==> config.mk <==
export PLATFORM = sky130hd
export DESIGN_NAME = instr_loader
export DESIGN_NICKNAME = d
export VERILOG_FILES = /design/src/rtl/instr_loader.sv
export SDC_FILE = /design/constraint.sdc
export NUM_CORES = 1
export LEC_CHECK = 0
export CORE_MARGIN = 1
export CORE_UTILIZATION = 37
export DETAILED_ROUTE_END_ITERATION = 6
export SLEW_MARGIN = 10
export SYNTH_ARGS = -nofsm -noshare
export SYNTH_HDL_FRONTEND = slang
export SYNTH_SLANG_ARGS = --single-unit
export TNS_END_PERCENT = 5
==> constraint.sdc <==
create_clock -name clk -period 2.85 [get_ports clk]
set_input_delay 0.285 -clock clk [delete_from_list [all_inputs] [get_ports clk]]
set_output_delay 0.285 -clock clk [all_outputs]
set_load 0.005 [all_outputs]
==> src/rtl/instr_loader.sv <==
// rtl/instr_loader.sv - UART frame loader that writes instruction words into instruction memory
module instr_loader #(
    parameter int INSTR_WIDTH    = 32,
    parameter int INSTR_DEPTH    = 256,
    parameter int TIMEOUT_CYCLES = 50000,
    localparam int AW            = $clog2(INSTR_DEPTH)
) (
    input  logic                   clk,
    input  logic                   rst_n,
    input  logic [7:0]             rx_data,
    input  logic                   rx_valid,
    output logic [7:0]             tx_data,
    output logic                   tx_valid,
    input  logic                   tx_ready,
    output logic                   wr_en,
    output logic [AW-1:0]          wr_addr,
    output logic [INSTR_WIDTH-1:0] wr_data,
    output logic                   loading,
    output logic                   load_done,
    output logic                   err
);

    localparam int BPW = INSTR_WIDTH / 8;
    localparam int BW  = (BPW > 1) ? $clog2(BPW) : 1;
    localparam int TW  = $clog2(TIMEOUT_CYCLES + 1);

    localparam logic [7:0] SYNC_BYTE = 8'hA5;
    localparam logic [7:0] ACK_BYTE  = 8'h06;
    localparam logic [7:0] NAK_BYTE  = 8'h15;

    typedef enum logic [2:0] {
        S_IDLE,
        S_ADDR,
        S_COUNT,
        S_DATA,
        S_CSUM,
        S_RESP
    } state_t;

    state_t state, state_nxt;

    logic [AW-1:0]          addr_q;
    logic [7:0]             count_q;
    logic [7:0]             word_cnt;
    logic [BW-1:0]          byte_cnt;
    logic [INSTR_WIDTH-1:0] word_sr;
    logic [7:0]             csum_q;
    logic [TW-1:0]          tmo_cnt;

    logic                   in_frame;
    logic                   timeout_hit;
    logic                   word_done;
    logic                   last_word;
    logic                   csum_ok;
    logic [INSTR_WIDTH-1:0] word_next;

    assign in_frame    = (state == S_ADDR) || (state == S_COUNT) ||
                         (state == S_DATA) || (state == S_CSUM);
    // The counter restarts on every received byte, so only silent cycles count.
    assign timeout_hit = in_frame && !rx_valid && (tmo_cnt == TW'(TIMEOUT_CYCLES - 1));
    assign word_done   = (byte_cnt == BW'(BPW - 1));
    assign last_word   = (word_cnt == count_q - 8'd1);
    assign csum_ok     = (rx_data == csum_q);
    assign word_next   = (word_sr << 8) | INSTR_WIDTH'(rx_data);

    always_ff @(posedge clk or negedge rst_n) begin
        if (!rst_n) begin
            state <= S_IDLE;
        end else begin
            state <= state_nxt;
        end
    end

    always_comb begin
        state_nxt = state;
        case (state)
            S_IDLE:  if (rx_valid && rx_data == SYNC_BYTE) state_nxt = S_ADDR;
            S_ADDR:  if (timeout_hit) state_nxt = S_IDLE;
                     else if (rx_valid) state_nxt = S_COUNT;
            S_COUNT: if (timeout_hit) state_nxt = S_IDLE;
                     else if (rx_valid) state_nxt = (rx_data != 8'd0) ? S_DATA : S_CSUM;
            S_DATA:  if (timeout_hit) state_nxt = S_IDLE;
                     else if (rx_valid && word_done && last_word) state_nxt = S_CSUM;
            S_CSUM:  if (timeout_hit) state_nxt = S_IDLE;
                     else if (rx_valid) state_nxt = S_RESP;
            S_RESP:  if (tx_valid && tx_ready) state_nxt = S_IDLE;
            default: state_nxt = S_IDLE;
        endcase
    end

    always_ff @(posedge clk or negedge rst_n) begin
        if (!rst_n) begin
            tx_data   <= 8'd0;
            tx_valid  <= 1'b0;
            wr_en     <= 1'b0;
            wr_addr   <= '0;
            wr_data   <= '0;
            loading   <= 1'b0;
            load_done <= 1'b0;
            err       <= 1'b0;
            addr_q    <= '0;
            count_q   <= 8'd0;
            word_cnt  <= 8'd0;
            byte_cnt  <= '0;
            word_sr   <= '0;
            csum_q    <= 8'd0;
            tmo_cnt   <= '0;
        end else begin
            wr_en     <= 1'b0;
            load_done <= 1'b0;
            loading   <= (state_nxt != S_IDLE);

            if (!in_frame || rx_valid) begin
                tmo_cnt <= '0;
            end else begin
                tmo_cnt <= tmo_cnt + TW'(1);
            end

            if (timeout_hit) begin
                err      <= 1'b1;
                byte_cnt <= '0;
                word_sr  <= '0;
            end else begin
                case (state)
                    S_IDLE: begin
                        if (rx_valid && rx_data == SYNC_BYTE) begin
                            err      <= 1'b0;
                            csum_q   <= 8'd0;
                            byte_cnt <= '0;
                            word_cnt <= 8'd0;
                            word_sr  <= '0;
                        end
                    end
                    S_ADDR: begin
                        if (rx_valid) begin
                            addr_q <= AW'(rx_data);
                            csum_q <= csum_q ^ rx_data;
                        end
                    end
                    S_COUNT: begin
                        if (rx_valid) begin
                            count_q <= rx_data;
                            csum_q  <= csum_q ^ rx_data;
                        end
                    end
                    S_DATA: begin
                        if (rx_valid) begin
                            csum_q  <= csum_q ^ rx_data;
                            word_sr <= word_next;
                            if (word_done) begin
                                byte_cnt <= '0;
                                word_cnt <= word_cnt + 8'd1;
                                wr_en    <= 1'b1;
                                wr_addr  <= addr_q;
                                wr_data  <= word_next;
                                addr_q   <= (addr_q == AW'(INSTR_DEPTH - 1)) ? '0 : addr_q + AW'(1);
                            end else begin
                                byte_cnt <= byte_cnt + BW'(1);
                            end
                        end
                    end
                    S_CSUM: begin
                        if (rx_valid) begin
                            tx_valid  <= 1'b1;
                            tx_data   <= csum_ok ? ACK_BYTE : NAK_BYTE;
                            load_done <= csum_ok;
                            if (!csum_ok) err <= 1'b1;
                        end
                    end
                    S_RESP: begin
                        if (tx_ready) tx_valid <= 1'b0;
                    end
                    default: ;
                endcase
            end
        end
    end

endmodule

# [Yosys cells after proc, flatten, opt, wreduce, memory -nomap -nowiden]
# Index checks and enable logic that the tools add are counted.
# W data, S select, Z words.
[word_totals] ff_bits=130 latch_bits=0 mem_bits_rw=0 mem_bits_ro=0 memories=0
[op_classes] addsub=5 multipliers=0 n_div=0 magnitude_cmp=0 eq_ne=22 shift=0 muxes=49 bitwise_logic=3 n_reduce_logical=31
[op_table] cell="$mux W24" count=3
[op_table] cell="$mux W8" count=8
[op_table] cell="$pmux W24 S2" count=1
[op_table] cell="$pmux W8 S2" count=3
[op_table] cell="$mux W3" count=11
[op_table] cell="$or A32 B8 Y32" count=1
[op_table] cell="$pmux W3 S6" count=1
[op_table] cell="$add A16 B1 Y16 const B" count=1
[op_table] cell="$add A8 B1 Y8 const B" count=2
[op_table] cell="$eq A16 B16 Y1 const B" count=1
[op_table] cell="$eq A8 B8 Y1" count=2
[op_table] cell="$eq A8 B8 Y1 const B" count=2
[op_table] cell="$mux W16" count=1
[op_table] cell="$reduce_and A4 Y1" count=4
[op_table] cell="$mux W1" count=13
[op_table] cell="$ne A2 B2 Y1 const B" count=6
[op_table] cell="$ne A3 B3 Y1 const B" count=4
[op_table] cell="$reduce_and A5 Y1" count=2
[op_table] cell="$reduce_and A3 Y1" count=3
[op_table] cell="$reduce_bool A3 Y1" count=3
[op_table] cell="$mux W2" count=4
[op_table] cell="$reduce_bool A2 Y1" count=4
[op_table] cell="$reduce_bool A8 Y1" count=1
[op_table] cell="$sub A8 B1 Y8 const B" count=1
[op_table] cell="16 further kinds" count=28

# [Depth between registers and ports, before layout]
# Gate-level depths: netlist of the first run.
[logic_depth] depth_word=9 depth_mapped=7 mapped_depth_nobuf=7

# [Least setup slack after synthesis of the first run]
# Ideal clock, no wire load.
[synth_timing] path_kind="reg2reg" start="reg count_q[0]" end="reg state[2]" setup_time_ns=0.131 t_arrival_ns=1.849 required_ns=2.719 path_slack_ns=0.870 path_stages_with_launch=6 path_buffers=0 period_less_slack_ns=1.980 path_cell_list="dfrtp_1 or4_1 o221ai_1 nor3b_1 a2111oi_0 or3_1"
[synth_via] elab_chain_cells=6
[synth_lines] item="from (decl)" line="43" text="logic [7:0] count_q;"
[synth_lines] item="from (signal assigned)" line="142" text="count_q <= rx_data;"
[synth_lines] item="$sub A8 B1 Y8" line="62" text="assign last_word = (word_cnt == count_q - 8'd1);"
[synth_lines] item="$eq A8 B8 Y1" line="62"
[synth_lines] item="$logic_and A1 B1 Y1" line="83" text="else if (rx_valid && word_done && last_word) state_nxt = S_CSUM;"
[synth_lines] item="$mux W3" line="83"
[synth_lines] item="$mux W3" line="82" text="S_DATA: if (timeout_hit) state_nxt = S_IDLE;"
[synth_lines] item="$pmux W3 S6" line="76" text="case (state)"
[synth_lines] item="net state_nxt[2]" line="40" text="state_t state, state_nxt;"
[synth_lines] item="to (signal assigned)" line="70" text="state <= state_nxt;"
[synth_lines] item="to (decl)" line="40"
# The timed path passes the listed nets, and every way through them passes these cells.
# A chain may end at the register's enable or synchronous reset.

# [Worst setup path in the final report of the first run]
# Same ends and word-level chain as after synthesis.

==> results of run 1 <==
worst register-to-register path, delay by kind of cell (launching register included):
| kind | cells | cell delay (ps) |
|---|---|---|
| simple gates | 3 | 1360 |
| flops | 1 | 440 |
| compound gates | 2 | 390 |
power by group:
| group | total, mW | switching [mW] | leakage [nW] | internal (mW) |
|---|---|---|---|---|
| Clock | 2.29 | 0.802 | 0.314 | 1.49 |
| Combinational | 1.38 | 0.732 | 1.39 | 0.653 |
| Sequential | 2.61 | 0.433 | 1.66 | 2.18 |
| Total | 6.29 | 1.97 | 3.36 | 4.32 |
cell families after synthesis:
logic type,Yosys count
buffers and inverters,54
multiplexers,9
flip-flops,125
adder cells (fa/ha/maj),5
AO/OA/AOI/OAI,96
AND/OR/NAND/NOR,329
XOR/XNOR,35
other,1
worst max-delay path by stage:
stage,start,endpoint,slack [ps]
floorplan,count_q[0]$_DFFE_PN0P_,state[2]$_DFF_PN0_,870
global placement,rx_data[6],state[1]$_DFF_PN0_,430
detailed placement,rx_valid,word_sr[22]$_DFFE_PN0P_,480
CTS,count_q[0]$_DFFE_PN0P_,state[2]$_DFF_PN0_,560
global route,count_q[0]$_DFFE_PN0P_,state[2]$_DFF_PN0_,390
finish,count_q[0]$_DFFE_PN0P_,state[2]$_DFF_PN0_,540
cells in the mapped netlist (2+ instances only):
cell and count:
a2111oi_0 3, o21ai_0 40, or3_1 7, and2_1 3, a21oi_1 44, and3b_1 3, ha_1 5, nor3_1 11
buf_4 5, buf_2 3, or4b_2 2, nand4_1 11, dfrtp_1 125, or4_1 3, nand4b_1 26, nor2_1 43
nor2b_1 4, or3b_2 2, clkbuf_1 29, and3_1 5, xor2_1 20, mux2_2 9, nand2_1 172, nand3_1 22
a31oi_1 2, or2_2 2, inv_1 8, xnor2_1 15, buf_1 7, nand2b_1 2, nor4_1 5
timing repair:
item	CTS	global route
gates resized for setup	0	0
hold buffers	1	0
setup endpoints to repair	0	0
endpoints found under the hold margin	46	0
final cells by class:
cell class | instances | share of cell area [%]
sequential | 125 | 41.83
inverter | 9 | 0.4518
clock inverter | 14 | 2.577
multi-input combinational | 478 | 34.97
clock buffer | 18 | 5.873
timing repair buffer | 83 | 10.68
tap | 216 | 3.614
layout by cell type, fill, tap and decap left out, drive strengths merged, types with 4 or more instances in the layout:
cell	Yosys	final
a21oi	44	44
and3	5	5
buf	16	23
bufinv	0	4
clkbuf	29	18
clkdlybuf4s50	0	59
clkinv	0	9
conb	1	4
dfrtp	125	125
ha	5	5
inv	9	10
mux2	9	9
nand2	172	172
nand3	22	22
nand4	11	11
nand4b	26	26
nor2	43	43
nor2b	4	4
nor3	11	11
nor4	6	6
o21ai	41	41
or3	7	7
or4	4	4
xnor2	15	15
xor2	20	20
per-layer routing:
layer | up-vias | global-route usage (%) | wire length [um]
met1 | 2417 | 23.31 | 6412
met5 | - | 0 | 0
li1 | 2347 | - | -
met4 | 0 | 7.820 | 267
met2 | 129 | 30.56 | 7122
met3 | 29 | 4.532 | 605
registers in the layout (all words and copies together) (netlist names):
name	count
wr_data	32
word_sr	24
tmo_cnt	16
addr_q	8
count_q	8
csum_q	8
word_cnt	8
wr_addr	8
state	3
tx_data	3
byte_cnt	2
err	1
load_done	1
loading	1
tx_valid	1
wr_en	1
metrics by stage:
step / hold slack (ps) / utilization, % / cells
5_1_grt: 483.4 / 47.24 / 943
3_5_place_dp: 343.9 / 43.19 / 910
3_3_place_gp: 338.7 / 43.19 / 910
6_report: 433.8 / 47.24 / 943
4_1_cts: 444.9 / 47.24 / 943
2_1_floorplan: -10.59 / - / 657
==> metrics.txt, run 1 <==
share of cells above drive strength 1 10.32%; total die area 0.01663 mm2; routed len/inst 15.28 um; final WL 14410 um; DP Wirelength 9882 um; slew margin rel. 58.70%; Starting Density 37.68%; count of final hold-check violations 0; hold crit path type primary input to async pin; clk_lat worst skew 420 ps; max cap viols 0; Avg Synthesized Cell Area 9.120 um2; synthesized area 0.005964 mm2; Leak 3.364 nW; post-CTS setup buffers 0; Peak VDD IR 0.0005454 V; Synth Area in Compound Gates 8.685%; vias in the first global route 4782; GP Congestion 0.9022; crit path kind flop to flop; first-pass GRT wire length 23720 um; global-route usage over all layers 18.55%; mux contribution to synthesized area 1.699%; Starting DRT DRC Count 412; grt total ovfl 0; Post-Syn Instances 654; CTS Sinks 125; Antenna Nets Post-Route 0; simple logic cell fraction of the synthesized area 27.02%; slowest stage cell, crit path or4_1; Die Ht 129.0 um; CTS HTree Levels 4; largest net degree at the start of global routing 49; power per cell area 840.9 mW/mm2; RSZ-0062 raised after global routing false; final net count 731; Crit. End Element flop; cell type with the largest total area after synthesis dfrtp_1; Final min period 2314 ps; initial antenna violation count 0; core area 0.01583 mm2; worst endpoint required time 3140 ps; main flop type after synthesis dfrtp_1; pre-CTS setup slack 479.5 ps; worst reg-to-reg setup slack 540 ps; Crit path max-delay family simple AND/OR/NAND/NOR gates; CP bufs+invs 0; DRC viols 0; flops & latches, synth 125; Setup violations, final 0; FF-to-FF End state[2]$_DFF_PN0_; worst path cell trace or4_1 > o221ai_1 > nor3b_1 > a2111oi_0 > or3_1; count of unique library cells instantiated by Yosys 47; Setup Total Neg Slack 0 ps; crit path DAT 2610 ps; crit start category flop; Worst path depth 5; Worst Skew 5.807 ps; placed standard-cell area 0.006835 mm2; period utilisation layout 81.20%; sequential fraction of the synthesis area 52.44%; Pwr Total 6.287 mW; FF/Latch Area 0.003128 mm2; n_diodes 0; FF-to-FF Start count_q[0]$_DFFE_PN0P_; Fmax achieved 0.4321 GHz; Synth top area share 52.44%; post-synthesis xor/xnor area fraction 5.140%; EDFF count, synth 0; Synth warnings 0; final worst slack 535.7 ps; root buf cell clkbuf_16; vias per cell 5.220; largest fanout on the critical path 5; Layout area overhead 25.36%; Final Instance Area 0.007477 mm2; ys async rst share 100.0%; I/O pin cnt 65; Max Slew Vio Count 0; # port buffers 60; Vias 4922; Worst Tran Pin Value 619.5 ps; first-pass iteration count of the detailed router 5; CTS tree yes; fillers 1474; Worst-path clk slew 60 ps; Slowest Stage Delay on Critical Path 590 ps; adder-cell share of the synthesized area 1.049%; Die W 129.0 um; result of the run finished, final reports clean; synth top area cells dfrtp_1, nand2_1, nand4b_1, a21oi_1, o21ai_0; largest family of logic cells by synthesized area simple AND/OR/NAND/NOR gates; worst-case reg-to-reg path depth 5; Clock Tree Buf Depth 2; Num CTS Buffers 17; footprint of the multi-input gates 0.002615 mm2; num rows 46
Power figures use the tool's default switching activity.
==> run 2, diff against run 1 <==
Clock period 2.85 ns to 1.9 ns, I/O delays scaled along.
==> metrics.txt, run 2 (synthesized netlist as in run 1, its figures left out) <==
Setup violations, final 3; crit path kind flop to flop; CTS Sinks 125; vias in the first global route 5044; FF/Latch Area 0.003128 mm2; failing checks negative setup slack; FF-to-FF End state[0]$_DFF_PN0_; grt total ovfl 0; Worst-path clk slew 60 ps; Num CTS Buffers 17; Peak VDD IR 0.001079 V; Most flops, register wr_data; # port buffers 60; vias per cell 5.151; final net count 758; Final Instance Area 0.007770 mm2; routed len/inst 15.22 um; CTS HTree Levels 4; initial antenna violation count 0; RSZ-0062 raised after global routing true; number of flip-flops in the largest register 32; CTS tree yes; count of final hold-check violations 0; Fmax achieved 0.4943 GHz; Clock Tree Buf Depth 2; hold crit path type primary input to async pin; most frequent cells in the layout nand2_1, dfrtp_1, clkdlybuf4s50_1; worst endpoint required time 2200 ps; pre-CTS setup slack -344.8 ps; Final min period 2023 ps; fin util 49.09%; root buf cell clkbuf_16; footprint of the multi-input gates 0.002735 mm2; Crit path max-delay family simple AND/OR/NAND/NOR gates; power per cell area 1248 mW/mm2; largest fanout on the critical path 4; Worst Skew 8.593 ps; share of cells above drive strength 1 15.27%; num rows 46; Die Ht 129.0 um; result of the run complete, but fails checks; final WL 14750 um; Setup Total Neg Slack -338.8 ps; slowest stage cell, crit path or4_4; worst-case reg-to-reg path depth 6; Max Slew Vio Count 0; largest net degree at the start of global routing 81; GP Congestion 0.8977; fillers 1470; worst reg-to-reg setup slack -120 ps; Starting Density 37.68%; Slowest Stage Delay on Critical Path 550 ps; total die area 0.01663 mm2; max cap viols 0; placed standard-cell area 0.007058 mm2; commonest non-fill, non-tap cell in the layout nand2_1; DP Wirelength 10140 um; I/O pin cnt 65; final worst slack -123.1 ps; crit path DAT 2320 ps; Vias 4991; CP bufs+invs 1; n_diodes 0; Leak 3.511 nW; first-pass iteration count of the detailed router 6; Antenna Nets Post-Route 0; Starting DRT DRC Count 294; Crit. End Element flop; global-route usage over all layers 19.47%; first-pass GRT wire length 24920 um; crit start category flop; biggest regs wr_data x32, word_sr x24, tmo_cnt x16; FF-to-FF Start count_q[1]$_DFFE_PN0P_; Layout area overhead 30.27%; period utilisation layout 106.5%; worst path cell trace or4_4 > buf_6 > nor2_1 > nand4b_1 > a2111oi_2 > o21ai_1; core area 0.01583 mm2; clk_lat worst skew 420 ps; Die W 129.0 um; DRC viols 0
-- run 2: cell count changes in the layout (fill, tap and decap cells not counted), moves of 4 or more --
cell,previous run,this run
buf_4,21,46
clkinvlp_4,0,5
o21ai_0,40,35
o21ai_1,0,5
clkinv_4,5,1
-- run 2: routing by layer --
metal  up-vias  share of wire, %  track usage [%]
met3        19               3.9            4.491
li1       2401                 -                -
met5         -                 0                0
met1      2441                46            25.33
met4         0               1.9            8.097
met2       130                49            31.26
-- run 2: power breakdown --
group	switching, mW	leakage [nW]	internal, mW
Sequential	0.582	1.66	3.27
Combinational	1.32	1.58	1.25
Clock	1.22	0.278	2.05
-- run 2: worst register-to-register path, cell delays in order, from the launching register on --
cell	delay [ps]
dfrtp_1	420
or4_4	550
buf_6	150
nor2_1	90
nand4b_1	240
a2111oi_2	370
o21ai_1	90
-- run 2: what timing repair did --
action	CTS	global route
setup buffers	1	1
hold buffers	1	0
gates resized for setup	17	6
setup endpoints to repair	39	46
pin swaps	8	0
endpoints found under the hold margin	125	0
-- run 2: worst max-delay path by stage --
| stage | startpoint | cells past startpoint | slack [ps] | end |
|---|---|---|---|---|
| 4_1_cts | count_q[0]$_DFFE_PN0P_ | 8 | -120 | state[1]$_DFF_PN0_ |
| 6_report | count_q[1]$_DFFE_PN0P_ | 6 | -120 | state[0]$_DFF_PN0_ |
| 3_5_place_dp | rx_data[6] | 6 | -340 | state[1]$_DFF_PN0_ |
| 5_1_grt | count_q[0]$_DFFE_PN0P_ | 8 | -260 | state[1]$_DFF_PN0_ |
| 3_3_place_gp | rx_data[6] | 6 | -310 | state[1]$_DFF_PN0_ |
| 2_1_floorplan | count_q[1]$_DFFE_PN0P_ | 5 | -30 | state[0]$_DFF_PN0_ |
-- run 2: final cells by class --
class	count	share of cell area [%]
inverter	9	0.4348
tap	216	3.478
multi-input combinational	478	35.20
clock inverter	14	2.174
clock buffer	17	5.475
timing repair buffer	110	12.98
sequential	125	40.26
-- run 2: stage by stage --
step	cells	power (mW)	hold WS, ps
after global placement	935	6.166	31.48
after detailed placement	935	6.306	35.69
after global routing	969	10.28	151.5
after CTS	968	9.730	139.1
final	969	9.696	155.5
after floorplan	657	5.256	-105.6
==> run 3, diff against run 2 <==
Settings changed: PLACE_DENSITY_LB_ADDON set to 0.2.
==> metrics.txt, run 3 (synthesized netlist as in run 1, its figures left out) <==
result of the run complete, but fails checks; failing checks negative setup slack; total die area 0.01663 mm2; worst reg-to-reg setup slack -150 ps; core area 0.01583 mm2; final WL 15090 um; M1 GR Usage 25.01%; Crit. End Element flop; CTS Sinks 125; root buf cell clkbuf_16; Starting DRT DRC Count 389; max cap viols 0; most frequent cells in the layout nand2_1, dfrtp_1, clkdlybuf4s50_1; Layout area overhead 31.00%; initial antenna violation count 0; worst endpoint required time 2180 ps; I/O pin cnt 65; Antenna Nets Post-Route 0; Starting Density 37.68%; FF/Latch Area 0.003128 mm2; final net count 764; switching share of power 31.31%; worst-case reg-to-reg path depth 5; met2 Use GR 32.78%; clk_lat worst skew 400 ps; Setup violations, final 3; FF-to-FF End state[2]$_DFF_PN0_; share of cells above drive strength 1 15.70%; Psw 2.995 mW; Vias 4957; n_diodes 0; Slowest Stage Delay on Critical Path 600 ps; grt total ovfl 0; largest fanout on the critical path 4; GP Congestion 0.8552; Num CTS Buffers 17; Most flops, register wr_data; # port buffers 60; commonest non-fill, non-tap cell in the layout nand2_1; placed standard-cell area 0.007128 mm2; vias in the first global route 4933; CP bufs+invs 0; biggest regs wr_data x32, word_sr x24, tmo_cnt x16; period utilisation layout 108.1%; hold crit path type primary input to async pin; Crit path max-delay family simple AND/OR/NAND/NOR gates; CTS tree yes; Clock Tree Buf Depth 2; power per cell area 1224 mW/mm2; first-pass GRT wire length 24920 um; crit path kind flop to flop; Peak VDD IR 0.0007898 V; fin util 49.37%; DP Wirelength 10460 um; Comb pwr share 26.8%; Max Slew Vio Count 0; first-pass iteration count of the detailed router 4; Final Instance Area 0.007814 mm2; Flop pwr share 40.3%; slowest stage cell, crit path or4_4; vias per cell 5.089; crit start category flop; num rows 46; Fmax achieved 0.4867 GHz; Internal 6.571 mW; crit path DAT 2330 ps; FF-to-FF Start count_q[2]$_DFFE_PN0P_; Final min period 2055 ps; DRC viols 0; CTS HTree Levels 4; worst path cell trace or4_4 > o221ai_2 > nor3b_4 > a2111oi_2 > or3_1; Most Used Layer, Global Route met2; routed len/inst 15.49 um; footprint of the multi-input gates 0.002743 mm2; Clk pwr share 32.9%; Worst-path clk slew 50 ps; pre-CTS setup slack -306.5 ps; RSZ-0062 raised after global routing true; fillers 1484; GR Util met3 3.742%; final worst slack -154.7 ps; global-route usage over all layers 19.52%; count of final hold-check violations 0; Worst Skew 7.167 ps; Die W 129.0 um; number of flip-flops in the largest register 32; Leak 3.550 nW; Die Ht 129.0 um; largest net degree at the start of global routing 52
[run 3: cell count changes in the layout (fill, tap and decap cells not counted), sizes merged]
cell,change
clkbuf,+7
buf,+6
clkinvlp,-3
clkinv,-2
inv,-2
bufinv,-1
[run 3: timing repair]
action	CTS	global route
endpoints found under the setup margin	11	43
setup buffers	1	0
gates resized for setup	13	9
pin swaps	8	2
hold buffers	1	0
hold endpoints to repair	28	0
[run 3: stage by stage]
stage	hold slack, ps	instances	power, mW	setup TNS (ps)
2_1_floorplan	-105.6	657	5.256	-70.66
3_3_place_gp	158.1	942	6.227	-16800
3_5_place_dp	157.8	942	6.325	-18810
4_1_cts	273.1	974	9.621	-316.7
5_1_grt	299.2	974	10.15	-757.9
6_report	266.9	974	9.566	-397.5
[run 3: power groups by stage]
stage / combinational, mW / sequential, mW / clock, mW
4_1_cts: 2.55 / 3.85 / 3.22
6_report: 2.56 / 3.86 / 3.15
3_5_place_dp: 2.45 / 3.88 / 0
3_3_place_gp: 2.37 / 3.86 / 0
5_1_grt: 2.87 / 3.95 / 3.34
2_1_floorplan: 1.52 / 3.74 / 0
[run 3: worst max path at each step]
| stage | from | end | slack [ps] | cells after the start |
|---|---|---|---|---|
| after CTS | count_q[2]$_DFFE_PN0P_ | state[2]$_DFF_PN0_ | -120 | 5 |
| final | count_q[2]$_DFFE_PN0P_ | state[2]$_DFF_PN0_ | -150 | 5 |
| after global routing | count_q[1]$_DFFE_PN0P_ | state[2]$_DFF_PN0_ | -260 | 5 |
| after detailed placement | rx_data[6] | state[0]$_DFF_PN0_ | -310 | 6 |
| after global placement | rx_data[6] | state[0]$_DFF_PN0_ | -290 | 6 |
| after floorplan | count_q[1]$_DFFE_PN0P_ | state[0]$_DFF_PN0_ | -30 | 5 |
[run 3: cell type report]
cell class	instances	share of cell area (%)
repair buffers	116	13.59
flip-flops and latches	125	40.03
multi-input cells	478	35.10
clock buffers	24	6.293
inverters	9	0.4323
well taps	216	3.459
clock inverters	6	1.089
[run 3: per-layer routing]
layer  vias to the layer above  wire length (um)
met2                       100              7455
met1                      2432              6824
met5                         -                 0
met3                        14               597
li1                       2411                 -
met4                         0               211
